[src/rtl/decode_stage_pkg.sv]
// Shared types and constants for the RV32I decode stage: instruction and
// decode-result structs, ALU op and immediate-type enums, opcode values.
package decode_stage_pkg;

  localparam int ARCH_LEN = 32;
  localparam int INST_LEN = 32;

  localparam logic [6:0] OPC_LUI    = 7'h37;
  localparam logic [6:0] OPC_AUIPC  = 7'h17;
  localparam logic [6:0] OPC_JAL    = 7'h6F;
  localparam logic [6:0] OPC_JALR   = 7'h67;
  localparam logic [6:0] OPC_BRANCH = 7'h63;
  localparam logic [6:0] OPC_LOAD   = 7'h03;
  localparam logic [6:0] OPC_STORE  = 7'h23;
  localparam logic [6:0] OPC_OPIMM  = 7'h13;
  localparam logic [6:0] OPC_OP     = 7'h33;

  // ALU_ADD is encoded as 0 so an all-zero bubble reads as a plain ADD.
  typedef enum logic [3:0] {
    ALU_ADD, ALU_SUB, ALU_SLL, ALU_SLT, ALU_SLTU, ALU_XOR,
    ALU_SRL, ALU_SRA, ALU_OR, ALU_AND, ALU_PASS_B
  } alu_op_t;

  typedef enum logic [2:0] {
    IMM_NONE, IMM_I, IMM_S, IMM_B, IMM_U, IMM_J
  } imm_type_t;

  typedef struct packed {
    logic [INST_LEN-1:0] inst;
    logic                valid;
  } inst_fetched_t;

  typedef struct packed {
    logic                valid;
    logic [ARCH_LEN-1:0] pc;
    logic [4:0]          rs1;
    logic [4:0]          rs2;
    logic [4:0]          rd;
    logic [ARCH_LEN-1:0] rs1_data;
    logic [ARCH_LEN-1:0] rs2_data;
    logic [ARCH_LEN-1:0] imm;
    alu_op_t             alu_op;
    logic                is_load;
    logic                is_store;
    logic                is_branch;
    logic                is_jal;
    logic                is_jalr;
    logic                is_lui;
    logic                is_auipc;
    logic                reg_write;
    logic [1:0]          mem_size;
    logic                mem_unsigned;
    logic                illegal;
  } dec_inst_t;

  function automatic logic [ARCH_LEN-1:0] imm_gen(input logic [INST_LEN-1:0] inst,
                                                  input imm_type_t sel);
    case (sel)
      IMM_I:   return {{20{inst[31]}}, inst[31:20]};
      IMM_S:   return {{20{inst[31]}}, inst[31:25], inst[11:7]};
      IMM_B:   return {{19{inst[31]}}, inst[31], inst[7], inst[30:25], inst[11:8], 1'b0};
      IMM_U:   return {inst[31:12], 12'b0};
      IMM_J:   return {{11{inst[31]}}, inst[31], inst[19:12], inst[20], inst[30:21], 1'b0};
      default: return '0;
    endcase
  endfunction

endpackage

[src/rtl/decode_stage_regfile.sv]
// 32 x ARCH_LEN integer register file: two read ports, one write port,
// x0 hard-wired to zero, same-cycle write-to-read bypass.
module regfile
  import decode_stage_pkg::*;
(
  input  logic                clk,
  input  logic                rst,
  input  logic [4:0]          rs1_addr,
  output logic [ARCH_LEN-1:0] rs1_data,
  input  logic [4:0]          rs2_addr,
  output logic [ARCH_LEN-1:0] rs2_data,
  input  logic                wr_en,
  input  logic [4:0]          wr_addr,
  input  logic [ARCH_LEN-1:0] wr_data
);

  logic [ARCH_LEN-1:0] regs [32];

  always_ff @(posedge clk) begin
    if (rst) begin
      for (int i = 0; i < 32; i++) regs[i] <= '0;
    end else if (wr_en && (wr_addr != 5'd0)) begin
      regs[wr_addr] <= wr_data;
    end
  end

  always_comb begin
    rs1_data = regs[rs1_addr];
    rs2_data = regs[rs2_addr];
    if (wr_en && (wr_addr == rs1_addr)) rs1_data = wr_data;
    if (wr_en && (wr_addr == rs2_addr)) rs2_data = wr_data;
    if (rs1_addr == 5'd0) rs1_data = '0;
    if (rs2_addr == 5'd0) rs2_data = '0;
  end

endmodule

[src/rtl/decode_stage.sv]
// RV32I decode stage: decodes the fetched instruction into a registered
// dec_inst_t, reads operands, and stalls fetch on backpressure or load-use.
module decode_stage
  import decode_stage_pkg::*;
(
  input  logic                clk,
  input  logic                rst,
  input  inst_fetched_t       inst_fetched_in,
  input  logic [ARCH_LEN-1:0] pc_in,
  input  logic                stall_dec_in,
  input  logic                flush_in,
  input  logic                wb_en,
  input  logic [4:0]          wb_rd,
  input  logic [ARCH_LEN-1:0] wb_data,
  output dec_inst_t           decoded_out,
  output logic                stall_fet_out
);

  logic [INST_LEN-1:0] inst;
  logic [6:0]          opcode;
  logic [2:0]          funct3;
  logic [6:0]          funct7;
  logic [4:0]          rs1, rs2, rd;
  logic [ARCH_LEN-1:0] rs1_data, rs2_data;
  logic                legal, writes_rd;
  imm_type_t           imm_sel;
  logic                uses_rs1, uses_rs2, hazard;
  dec_inst_t           dec_next, dec_q;

  assign inst   = inst_fetched_in.inst;
  assign opcode = inst[6:0];
  assign rd     = inst[11:7];
  assign funct3 = inst[14:12];
  assign rs1    = inst[19:15];
  assign rs2    = inst[24:20];
  assign funct7 = inst[31:25];

  regfile u_regfile (
    .clk      (clk),
    .rst      (rst),
    .rs1_addr (rs1),
    .rs1_data (rs1_data),
    .rs2_addr (rs2),
    .rs2_data (rs2_data),
    .wr_en    (wb_en),
    .wr_addr  (wb_rd),
    .wr_data  (wb_data)
  );

  always_comb begin
    dec_next          = '0;
    legal             = 1'b0;
    writes_rd         = 1'b0;
    imm_sel           = IMM_NONE;
    dec_next.valid    = 1'b1;
    dec_next.pc       = pc_in;
    dec_next.rs1      = rs1;
    dec_next.rs2      = rs2;
    dec_next.rd       = rd;
    dec_next.rs1_data = rs1_data;
    dec_next.rs2_data = rs2_data;
    dec_next.alu_op   = ALU_ADD;
    case (opcode)
      OPC_LUI: begin
        legal = 1'b1; writes_rd = 1'b1; imm_sel = IMM_U;
        dec_next.is_lui = 1'b1;
        dec_next.alu_op = ALU_PASS_B;
      end
      OPC_AUIPC: begin
        legal = 1'b1; writes_rd = 1'b1; imm_sel = IMM_U;
        dec_next.is_auipc = 1'b1;
      end
      OPC_JAL: begin
        legal = 1'b1; writes_rd = 1'b1; imm_sel = IMM_J;
        dec_next.is_jal = 1'b1;
      end
      OPC_JALR: begin
        legal = (funct3 == 3'd0); writes_rd = 1'b1; imm_sel = IMM_I;
        dec_next.is_jalr = 1'b1;
      end
      OPC_BRANCH: begin
        legal = (funct3 != 3'd2) && (funct3 != 3'd3); imm_sel = IMM_B;
        dec_next.is_branch = 1'b1;
        dec_next.alu_op = funct3[2] ? (funct3[1] ? ALU_SLTU : ALU_SLT) : ALU_SUB;
      end
      OPC_LOAD: begin
        legal = (funct3 != 3'd3) && (funct3 != 3'd6) && (funct3 != 3'd7);
        writes_rd = 1'b1; imm_sel = IMM_I;
        dec_next.is_load      = 1'b1;
        dec_next.mem_size     = funct3[1:0];
        dec_next.mem_unsigned = funct3[2];
      end
      OPC_STORE: begin
        legal = (funct3 < 3'd3); imm_sel = IMM_S;
        dec_next.is_store = 1'b1;
        dec_next.mem_size = funct3[1:0];
      end
      OPC_OPIMM: begin
        legal = 1'b1; writes_rd = 1'b1; imm_sel = IMM_I;
        case (funct3)
          3'd0: dec_next.alu_op = ALU_ADD;
          3'd1: begin dec_next.alu_op = ALU_SLL; legal = (funct7 == 7'h00); end
          3'd2: dec_next.alu_op = ALU_SLT;
          3'd3: dec_next.alu_op = ALU_SLTU;
          3'd4: dec_next.alu_op = ALU_XOR;
          3'd5: begin
            dec_next.alu_op = funct7[5] ? ALU_SRA : ALU_SRL;
            legal = (funct7 == 7'h00) || (funct7 == 7'h20);
          end
          3'd6: dec_next.alu_op = ALU_OR;
          default: dec_next.alu_op = ALU_AND;
        endcase
      end
      OPC_OP: begin
        legal = 1'b1; writes_rd = 1'b1;
        case ({funct7, funct3})
          {7'h00, 3'd0}: dec_next.alu_op = ALU_ADD;
          {7'h20, 3'd0}: dec_next.alu_op = ALU_SUB;
          {7'h00, 3'd1}: dec_next.alu_op = ALU_SLL;
          {7'h00, 3'd2}: dec_next.alu_op = ALU_SLT;
          {7'h00, 3'd3}: dec_next.alu_op = ALU_SLTU;
          {7'h00, 3'd4}: dec_next.alu_op = ALU_XOR;
          {7'h00, 3'd5}: dec_next.alu_op = ALU_SRL;
          {7'h20, 3'd5}: dec_next.alu_op = ALU_SRA;
          {7'h00, 3'd6}: dec_next.alu_op = ALU_OR;
          {7'h00, 3'd7}: dec_next.alu_op = ALU_AND;
          default:       legal = 1'b0;
        endcase
      end
      default: legal = 1'b0;
    endcase
    if (legal) begin
      dec_next.imm       = imm_gen(inst, imm_sel);
      dec_next.reg_write = writes_rd && (rd != 5'd0);
    end else begin
      // Illegal still flows down the pipe (for the trap), but with no side effects.
      dec_next.alu_op       = ALU_ADD;
      dec_next.is_load      = 1'b0;
      dec_next.is_store     = 1'b0;
      dec_next.is_branch    = 1'b0;
      dec_next.is_jal       = 1'b0;
      dec_next.is_jalr      = 1'b0;
      dec_next.is_lui       = 1'b0;
      dec_next.is_auipc     = 1'b0;
      dec_next.mem_size     = 2'd0;
      dec_next.mem_unsigned = 1'b0;
      dec_next.illegal      = 1'b1;
    end
  end

  assign uses_rs1 = (opcode != OPC_LUI) && (opcode != OPC_AUIPC) && (opcode != OPC_JAL);
  assign uses_rs2 = (opcode == OPC_BRANCH) || (opcode == OPC_STORE) || (opcode == OPC_OP);
  assign hazard   = inst_fetched_in.valid && dec_q.valid && dec_q.is_load &&
                    (dec_q.rd != 5'd0) &&
                    ((uses_rs1 && (rs1 == dec_q.rd)) || (uses_rs2 && (rs2 == dec_q.rd)));

  assign stall_fet_out = !rst && !flush_in && (stall_dec_in || hazard);

  always_ff @(posedge clk) begin
    if (rst || flush_in) begin
      dec_q <= '0;
    end else if (!stall_dec_in) begin
      if (hazard || !inst_fetched_in.valid) dec_q <= '0;
      else                                  dec_q <= dec_next;
    end
  end

  assign decoded_out = dec_q;

endmodule

[config.mk]
export PLATFORM = sky130hd
export DESIGN_NAME = decode_stage
export DESIGN_NICKNAME = d
export VERILOG_FILES = /design/src/rtl/decode_stage_pkg.sv /design/src/rtl/decode_stage_regfile.sv /design/src/rtl/decode_stage.sv
export SDC_FILE = /design/constraint.sdc
export NUM_CORES = 2
export LEC_CHECK = 0
export BUFFER_PORTS_ARGS = -buffer_cell sky130_fd_sc_hd__buf_2
export CAP_MARGIN = 20
export CORE_MARGIN = 2
export CORE_UTILIZATION = 55
export CTS_BUF_LIST = sky130_fd_sc_hd__clkbuf_4
export DETAILED_ROUTE_END_ITERATION = 10
export PLACE_DENSITY = 0.75
export REMOVE_ABC_BUFFERS = 1
export SYNTH_ARGS = -nofsm -noshare
export SYNTH_HDL_FRONTEND = slang
export SYNTH_HIERARCHICAL = 1
export SYNTH_SLANG_ARGS = --single-unit
[constraint.sdc]
create_clock -name clk -period 2.05 [get_ports clk]
set_input_delay 0.1025 -clock clk [delete_from_list [all_inputs] [get_ports clk]]
set_output_delay 0.1025 -clock clk [all_outputs]
set_load 0.01 [all_outputs]
==> run summary <==
status - finished, violations left
failing checks - negative setup slack
pins over their slew limit - 0
Max-Cap Viols - 0
CP endpoint kind - output pin
Setup Skew - 104 ps
post-route cell area - 0.0760 mm^2
clock-pin slew of the registers on the worst-case setup and hold paths - 80 ps
synthesis-to-finish area growth - 24.8%
first-pass GRT wire length - 330000 um
total grt overflow - 0
Clk Latency, worst-skew pair - 1270 ps
maximum VDD drop - 589 uV
fraction of layout cells with a size suffix above 1 - 0.355
drt via density - 6.86
CP required - 1950 ps
final setup margin - -820 ps
FF-to-FF setup slack - -430 ps
Hold Violations, Final - 0
Syn Std Cell Area - 0.0609 mm^2
unrepaired setup endpoints after global routing - yes
vias in the first global route - 48200
CTS root buf - clkbuf_4
Yosys top cell area share - 0.505
input/output buffers - 267
Pwr Density - 761 mW/mm^2
slowest stage delay, CP - 540 ps
Initial Utilization - 0.552
largest net degree at the start of global routing - 116
Buf+Inv Stages, Crit Path - 1
DRT antenna net count - 0
Mapped Avg Cell Area - 13.9 um^2
met1 GRT Util - 0.498
Core Footprint - 0.110 mm^2
reg2reg end - decoded_out[59]
total number of vias - 48100
fillcell total - 7399
cell count along the critical path - 5
CP delay by family, top - simple AND/OR/NAND/NOR gates
crit path cell chain - or4_4 > o2111ai_4 > or3_4 > a31oi_4 > buf_6
GRT Resource Usage Total - 0.412
area post-placement - 0.0680 mm^2
Synth Register Bits - 1184
worst setup path class - register to output pin
H-tree depth - 5
maximum operating frequency - 0.348 GHz
DRT Pass-1 Iters - 6
YS warnings - 6
Synth Instances - 4391
TritonCTS Buffers - 321
CP Launch Type - register
CTS Sinks - 1184
commonest register cell after synthesis - edfxtp_1
P_leak - 28.8 nW
met3 Usage GRT - 0.155
register area share after synthesis - 0.558
CTS tree - yes
Rows - 122
GPL Wtd Cong - 0.941
Routed WL - 235000 um
post-route minimum period - 2870 ps
GRT busiest layer - met2
Worst path slowest cell - or4_4
post-synth cell types - 65
post-synth top area cell - edfxtp_1
Die Ht - 337 um
worst setup path end - stall_fet_out
# IOs - 268
ranking of synthesized cells by area - edfxtp_1 (51%), mux4_2 (14%), and2_1 (10%), dfxtp_1 (5.3%), mux2i_1 (4.6%)
Bufs on Longest Clock Path - 4
Setup Viol. Count Final - 162
met2 usage - 0.611
DRC viols - 0
Die W - 337 um
Hold WC Path Type - input pin to register
ratio of final minimum period to clock period - 1.40
worst r2r src - decoded_out[113]
Critical path origin - decoded_out[113]
Place WS - -599 ps
initial antenna violation count - 17
Worst R2R Path Depth - 11
final net count - 5383
relative slew slack - 0.288
DP Wirelength - 139000 um
Post-synth EDFFs - 1024
Least-Margin Pin Slew - 1070 ps
ys async rst share - 0
DRT iter0 DRCs - 7558
routed len/inst - 33.5 um
Crit Path Max Fanout - 2
die area - 0.113 mm^2
CP arrival - 2770 ps
where the power goes:
| part | internal (W) | switching, W | total, W |
|---|---|---|---|
| combinational | 0.00372 | 0.00448 | 0.00820 |
| sequential | 0.0273 | 0.000674 | 0.0280 |
| clock | 0.0115 | 0.0101 | 0.0216 |
| total | 0.0426 | 0.0152 | 0.0578 |
sequential cells by signal, indices dropped and copies added (netlist names):
signal	cells
u_regfile/regs	1024
decoded_out	160
what timing repair did:
item	in CTS	in global routing
hold buffers	212	1
endpoints found under the hold margin	1472	18
gates resized for setup	210	50
pin swaps	122	102
gates cloned	19	0
setup buffers	23	11
setup endpoints to repair	161	163
per-layer routing:
metal / part of all wire / vias to the layer above
met5: 0.00069 / -
met2: 0.43 / 4654
met3: 0.16 / 1204
li1: - / 18800
met4: 0.083 / 15
met1: 0.32 / 23300
tightest hold or removal path: stages:
cell and delay [ps]:
dlygate4sd3_1 530, buf_2 180, buf_4 150, nor2b_1 100, a32o_1 180
through the flow:
stage / utilization / power [W] / hold slack, ps / setup TNS [ps] / instances
after global placement: 0.617 / 0.0354 / 335 / -61650 / 6188
after floorplan: - / 0.0315 / 215 / -451590 / 3946
after detailed placement: 0.617 / 0.0356 / 344 / -63770 / 6189
final: 0.689 / 0.0578 / 13.8 / -48220 / 7006
after global routing: 0.689 / 0.0594 / -5.04 / -55320 / 6995
after CTS: 0.689 / 0.0574 / 0.982 / -32760 / 6991
synthesized netlist by cell type, drive strengths merged (41+ instances only):
| cell | n |
|---|---|
| a21oi | 90 |
| a22o | 92 |
| a22oi | 240 |
| and2 | 998 |
| buf | 127 |
| clkbuf | 349 |
| dfxtp | 160 |
| edfxtp | 1024 |
| mux2i | 281 |
| mux4 | 388 |
| nand2 | 55 |
| nor2 | 166 |
| o221ai | 42 |
| o22ai | 41 |
worst min path at each step:
stage,from,end,slack (ps),cells past startpoint
after floorplan,rst,u_regfile/regs[0][0],210,0
after global placement,pc_in[3],decoded_out[130],330,3
after detailed placement,pc_in[16],decoded_out[143],340,3
after CTS,wb_data[2],u_regfile/regs[25][2],1,3
after global routing,inst_fetched_in[6],decoded_out[1],-5,5
final,inst_fetched_in[6],decoded_out[1],10,5
cell type report:
cell class                      instances  area (um^2)  share of cell area
Sequential cell                      1184        34000               0.447
Multi-Input combinational cell       2756        26100               0.343
Timing Repair Buffer                 1006         9910               0.131
Clock buffer                          493         3700              0.0487
Tap cell                             1488         1860              0.0245
Clock inverter                         57          359             0.00473
Antenna cell                           15         37.5            0.000494
Inverter                                7         26.3            0.000346
cells in the final DEF (no fill, tap or decap), types with 152 or more instances in the layout:
cell / count
and2_1: 995
buf_12: 166
buf_2: 254
buf_4: 333
clkbuf_4: 493
dfxtp_1: 152
dlygate4sd3_1: 210
edfxtp_1: 1024
mux2i_1: 281
mux4_2: 388
cell families (layout without fill, tap and decap cells):
logic type | Yosys count | after routing | synth area share
other | 1 | 47 | 0.0000616
flip-flops | 1184 | 1184 | 0.558
XOR/XNOR | 22 | 22 | 0.00317
multiplexers | 674 | 674 | 0.191
buffers and inverters | 483 | 1563 | 0.0337
AND/OR/NAND/NOR | 1335 | 1336 | 0.129
AO/OA/AOI/OAI | 692 | 692 | 0.0859
Power figures use the tool's default switching activity.
